`src/rtl/tisc_pkg.sv`:
```
// tisc_pkg: shared types and constants for the TISC memory-port arbiter.
`default_nettype none

package tisc_pkg;
   localparam int WORD_W = 32;

   localparam logic OWNER_I = 1'b0;
   localparam logic OWNER_D = 1'b1;

   typedef enum logic {
      IDLE = 1'b0,
      BUSY = 1'b1
   } arb_state_e;
endpackage

`default_nettype wire

```
`src/rtl/arb_pick.sv`:
```
// arb_pick: combinational winner select between I-side and D-side requests.
`default_nettype none

module arb_pick
   import tisc_pkg::*;
(
   input  logic       i_req_i,
   input  logic       d_req_i,
   input  logic       last_gnt_i,
   output logic [1:0] gnt_o,
   output logic       pick_o
);
   logic d_wins;

   // On a tie the side that did not own the last grant wins.
   assign d_wins = d_req_i && (!i_req_i || (last_gnt_i == OWNER_I));

   // gnt_o[1] = D-side, gnt_o[0] = I-side
   assign gnt_o  = {d_wins, i_req_i && !d_wins};
   assign pick_o = d_wins ? OWNER_D : OWNER_I;
endmodule

`default_nettype wire

```
`src/rtl/mux2.sv`:
```
// mux2: 32-bit two-input word mux used for address/data steering (sel=1 picks b_i).
`default_nettype none

module mux2
   import tisc_pkg::*;
(
   input  logic              sel_i,
   input  logic [WORD_W-1:0] a_i,
   input  logic [WORD_W-1:0] b_i,
   output logic [WORD_W-1:0] y_o
);
   assign y_o = sel_i ? b_i : a_i;
endmodule

`default_nettype wire

```
`src/rtl/mem_port_arbiter.sv`:
```
// mem_port_arbiter: shares one memory port between fetch and load/store, one transaction at a time.
// Build option ARB_ROUND_ROBIN_EN: alternate winners on ties instead of fixed D-side priority.
`default_nettype none

module mem_port_arbiter
   import tisc_pkg::*;
(
   input  logic              clk,
   input  logic              reset,
   input  logic              i_req,
   input  logic [WORD_W-1:0] i_addr,
   output logic              i_gnt,
   output logic              i_rvalid,
   output logic [WORD_W-1:0] i_rdata,
   input  logic              d_req,
   input  logic [WORD_W-1:0] d_addr,
   input  logic              d_we,
   input  logic [WORD_W-1:0] d_wdata,
   output logic              d_gnt,
   output logic              d_rvalid,
   output logic [WORD_W-1:0] d_rdata,
   output logic              mem_req,
   output logic [WORD_W-1:0] mem_addr,
   output logic              mem_we,
   output logic [WORD_W-1:0] mem_wdata,
   input  logic              mem_ready,
   input  logic [WORD_W-1:0] mem_rdata,
   output logic              owner_sel
);
   arb_state_e        state_q, state_d;
   logic              owner_q;
   logic              mem_we_q;
   logic [WORD_W-1:0] mem_addr_q, mem_wdata_q;
   logic              i_rvalid_q, d_rvalid_q;
   logic [WORD_W-1:0] i_rdata_q, d_rdata_q;

   logic              last_gnt;
   logic [1:0]        pick_gnt;
   logic              pick_d;
   logic              take;
   logic              done;
   logic [WORD_W-1:0] addr_sel, wdata_sel;

`ifdef ARB_ROUND_ROBIN_EN
   logic last_q;

   always_ff @(posedge clk or posedge reset) begin
      if (reset)     last_q <= OWNER_D;
      else if (take) last_q <= pick_d;
   end

   assign last_gnt = last_q;
`else
   // Pretending the I-side always owned the last grant makes every tie go to D.
   assign last_gnt = OWNER_I;
`endif

   arb_pick u_pick (
      .i_req_i    (i_req),
      .d_req_i    (d_req),
      .last_gnt_i (last_gnt),
      .gnt_o      (pick_gnt),
      .pick_o     (pick_d)
   );

   mux2 u_addr_mux (
      .sel_i (pick_d),
      .a_i   (i_addr),
      .b_i   (d_addr),
      .y_o   (addr_sel)
   );

   mux2 u_wdata_mux (
      .sel_i (pick_d),
      .a_i   ('0),
      .b_i   (d_wdata),
      .y_o   (wdata_sel)
   );

   always_ff @(posedge clk or posedge reset) begin
      if (reset) state_q <= IDLE;
      else       state_q <= state_d;
   end

   always_comb begin
      state_d = state_q;
      take    = 1'b0;
      done    = 1'b0;
      case (state_q)
         IDLE: begin
            if (|pick_gnt) begin
               take    = 1'b1;
               state_d = BUSY;
            end
         end
         BUSY: begin
            if (mem_ready) begin
               done    = 1'b1;
               state_d = IDLE;
            end
         end
         default: state_d = IDLE;
      endcase
   end

   always_ff @(posedge clk or posedge reset) begin
      if (reset) begin
         owner_q     <= OWNER_I;
         mem_we_q    <= 1'b0;
         mem_addr_q  <= '0;
         mem_wdata_q <= '0;
         i_rvalid_q  <= 1'b0;
         d_rvalid_q  <= 1'b0;
         i_rdata_q   <= '0;
         d_rdata_q   <= '0;
      end else begin
         i_rvalid_q <= 1'b0;
         d_rvalid_q <= 1'b0;
         if (take) begin
            owner_q     <= pick_d;
            mem_addr_q  <= addr_sel;
            mem_wdata_q <= wdata_sel;
            mem_we_q    <= pick_d & d_we;
         end
         if (done) begin
            if (owner_q == OWNER_D) begin
               d_rvalid_q <= 1'b1;
               if (!mem_we_q) d_rdata_q <= mem_rdata;
            end else begin
               i_rvalid_q <= 1'b1;
               i_rdata_q  <= mem_rdata;
            end
         end
      end
   end

   // Grants are combinational, so they must be forced low while reset is held.
   assign i_gnt     = take & pick_gnt[0] & ~reset;
   assign d_gnt     = take & pick_gnt[1] & ~reset;
   assign mem_req   = (state_q == BUSY);
   assign mem_addr  = mem_addr_q;
   assign mem_we    = mem_we_q;
   assign mem_wdata = mem_wdata_q;
   assign owner_sel = owner_q;
   assign i_rvalid  = i_rvalid_q;
   assign i_rdata   = i_rdata_q;
   assign d_rvalid  = d_rvalid_q;
   assign d_rdata   = d_rdata_q;
endmodule

`default_nettype wire

```
`config.mk`:
```
export PLATFORM = sky130hd
export DESIGN_NAME = mem_port_arbiter
export DESIGN_NICKNAME = d
export VERILOG_FILES = /design/src/rtl/tisc_pkg.sv /design/src/rtl/arb_pick.sv /design/src/rtl/mux2.sv /design/src/rtl/mem_port_arbiter.sv
export SDC_FILE = /design/constraint.sdc
export NUM_CORES = 1
export LEC_CHECK = 0
export BUFFER_PORTS_ARGS = -buffer_cell sky130_fd_sc_hd__buf_4
export CAP_MARGIN = 25
export CELL_PAD_IN_SITES_DETAIL_PLACEMENT = 1
export CELL_PAD_IN_SITES_GLOBAL_PLACEMENT = 1
export CORE_MARGIN = 10
export CORE_UTILIZATION = 38
export CTS_BUF_LIST = sky130_fd_sc_hd__clkbuf_8 sky130_fd_sc_hd__clkbuf_16
export DETAILED_ROUTE_END_ITERATION = 10
export GPL_TIMING_DRIVEN = 1
export HOLD_SLACK_MARGIN = 0.03
export PLACE_DENSITY_LB_ADDON = 0.1
export SYNTH_ARGS = -nofsm -noshare
export SYNTH_HDL_FRONTEND = slang
export SYNTH_SLANG_ARGS = --single-unit
```
`constraint.sdc`:
```
create_clock -name clk -period 11.7 [get_ports clk]
set_input_delay 2.34 -clock clk [delete_from_list [all_inputs] [get_ports clk]]
set_output_delay 2.34 -clock clk [all_outputs]
set_load 0.03 [all_outputs]
```
==> out/qor.txt <==
Status: finished clean
Area of the multi-input gates: 1922 sq um
Starting density of the core: 39.12%
#FFs+latches synth: 133
Slowest cell on crit path: buf_4
Largest net degree at the start of global routing: 81
Netlist cell types: 26
Synth Flop Type: dfrtp_1
Total number of vias: 4383
Clk_lat worst skew: 0.42 ns
Tot Pwr: 2105 uW
CP required: 9.36 ns
Num rows: 43
Placer Congestion: 0.8002
Sequential share of the synthesized area: 60.59%
Die height: 140.2 microns
Startpoint types: input pin
Skew final: 0.006570 ns
Most common cell in the netlist: dfrtp_1
Cell Area, Synth: 5493 sq um
Post-Route Setup TNS: 0 ns
Reg power frac: 33.6%
Psw: 779.5 uW
CTS clk-pin slew, worst paths: 0.06 ns
Clock tree buffer depth: 2
Relative slew slack: 39.87%
Synthesis-to-layout area growth: 48.97%
Max_cap viols: 0
Comb pwr share: 40.2%
PwrDens: 257.3 nW/um^2
Fillers: 1408
FMAX: 182.4 MHz
Gr ovfl total: 0
Final setup fails: 0
H-tree levels: 4
Area of the die: 19660 sq um
Top cells by count, synth: dfrtp_1, mux2_4, a22o_1, nor2_1, o22ai_1
Net Sw Frac: 37.02%
Io pins: 269
DRT iter0 DRCs: 211
Root Driver: clkbuf_16
Via density: 5.218
Worst-path fanout max: 46
Register area: 3328 sq um
Placed wire-length estimate: 14270 microns
Setup CP Type: in -> out
Final wirelength: 19700 microns
Pre-Repair DR Iteration Count: 6
CTS tree: built
Worst Setup End Kind: primary output
Synth warn: 0
Port Buf Inserts: 268
Most used cell, CP: buf_4
Post-synth top area share: 60.59%
Layout cells sized above 1: 56.52%
Fin crit period: 5.483 ns
RSZ-0062 raised after global routing: false
Tcrit/Tclk final: 46.87%
Fin nets: 781
Die width: 140.2 microns
# diodes: 0
Internal power: 1326 uW
TritonCTS Buffers: 17
Syn_area_per_cell: 14.16 sq um
Fin. max-slew vios: 0
EDFF count, synth: 0
Clock tree sinks: 133
DR WL/cell: 23.46 microns
CP Cell Sequence: buf_4 -> nand2b_1 -> nor2_1 -> buf_4
Post-Syn Instances: 388
Share of synthesized registers carrying an async set or reset: 100.0%
Synth top area cells: dfrtp_1, mux2_4, a22o_1
Worst-Margin Slew: 0.9020 ns
Max incr delay on CP: 0.38 ns
Final hold vios: 0
Routed Antenna Nets: 0
Post-CTS sizing: 0
Core Box Area: 14040 sq um
Syn_nets: 522
Number of global-route vias before repair: 5009
Post CTS Setup Buffer Count: 0
Synth area leader: dfrtp_1
Post-CTS Hold Fix Bufs: 0
Maximum vdd drop: 0.1263 mV
Min-delay worst type: reg -> reg
Clock power share: 26.2%
Initial antenna violation count: 0
Pleak: 0.004048 uW
DRC violations left: 0
GRT Overall Usage: 19.81%
CP arrival: 3.14 ns
First-pass GRT wire length: 30370 microns
logic make-up (layout without fill, tap and decap cells):
group / after synthesis / after routing / share of synthesized area [%]
simple gates: 74 / 74 / 6.720
buf+inv: 37 / 309 / 4.510
flops: 133 / 133 / 60.59
compound gates: 80 / 80 / 11.71
mux: 64 / 64 / 16.47
per-layer routing:
metal	global-route usage [%]	part of all wire, %	vias up
met1	21.53	37	2231
met3	8.114	8.6	13
li1	-	-	1949
met4	5.543	0.87	0
met2	34.63	53	190
met5	0	0	-
flip-flops by register name, summed over array words and instances, names as in the netlist:
| name | cells |
|---|---|
| d_rdata | 32 |
| d_rvalid | 1 |
| i_rdata | 32 |
| i_rvalid | 1 |
| mem_addr | 32 |
| mem_req | 1 |
| mem_wdata | 32 |
| mem_we | 1 |
| owner_sel | 1 |
stage by stage:
step	hold slack, ns	instances	setup WS [ns]	utilization [%]	cell area, sq um
global placement	0.4854	807	6.234	53.74	7546
finish	0.4980	840	6.217	58.27	8183
detailed placement	0.4833	807	6.227	53.74	7546
floorplan	0.6641	388	5.806	-	5493
CTS	0.5041	839	6.217	58.08	8155
global route	0.5206	840	6.136	58.27	8183
final cells by class:
class / count / area share, %
Clock buffer: 18 / 5.367
Clock inverter: 14 / 2.080
Sequential cell: 133 / 40.67
Inverter: 3 / 0.2599
Timing Repair Buffer: 274 / 25.38
Multi-Input combinational cell: 218 / 23.49
Tap cell: 180 / 2.752
critical path: cells and delay by family:
| family | cells | cell delay, ns |
|---|---|---|
| buffers and inverters | 2 | 0.55 |
| AND/OR/NAND/NOR | 2 | 0.25 |
power groups by stage:
| stage | combinational [uW] | clock, uW | sequential [uW] |
|---|---|---|---|
| 3_3_place_gp | 839 | 0 | 698 |
| 2_1_floorplan | 226 | 0 | 978 |
| 5_1_grt | 889 | 586 | 726 |
| 6_report | 846 | 552 | 708 |
| 3_5_place_dp | 853 | 0 | 708 |
| 4_1_cts | 859 | 562 | 708 |
placed cells by master, fill, tap and decap left out, types with 2 or more instances in the layout:
cell type,count
clkinv_2,3
o32ai_1,22
a22o_1,33
clkbuf_16,17
buf_4,273
bufinv_16,4
inv_1,6
mux2_2,15
nor2_1,33
nand2_2,2
dfrtp_1,133
o22ai_1,23
nand2_1,2
nand2b_1,2
nor3b_1,9
nor3_1,20
or2_1,2
mux2_4,49
path summary, 6_finish.rpt:
check / start / endpoint / slack (ns) / cells after the start
hold reg to reg: mem_wdata[18] / mem_wdata[18] / 0.50 / 1
min in group asynchronous: reset / mem_addr[5] / 2.04 / 2
max in group asynchronous: reset / mem_wdata[30] / 8.57 / 4
hold / removal: mem_wdata[18] / mem_wdata[18] / 0.50 / 1
setup reg to reg: mem_req / mem_wdata[8] / 9.32 / 3
setup / recovery: d_req / d_gnt / 6.22 / 4
No activity file was read; power rests on OpenSTA's default activity.
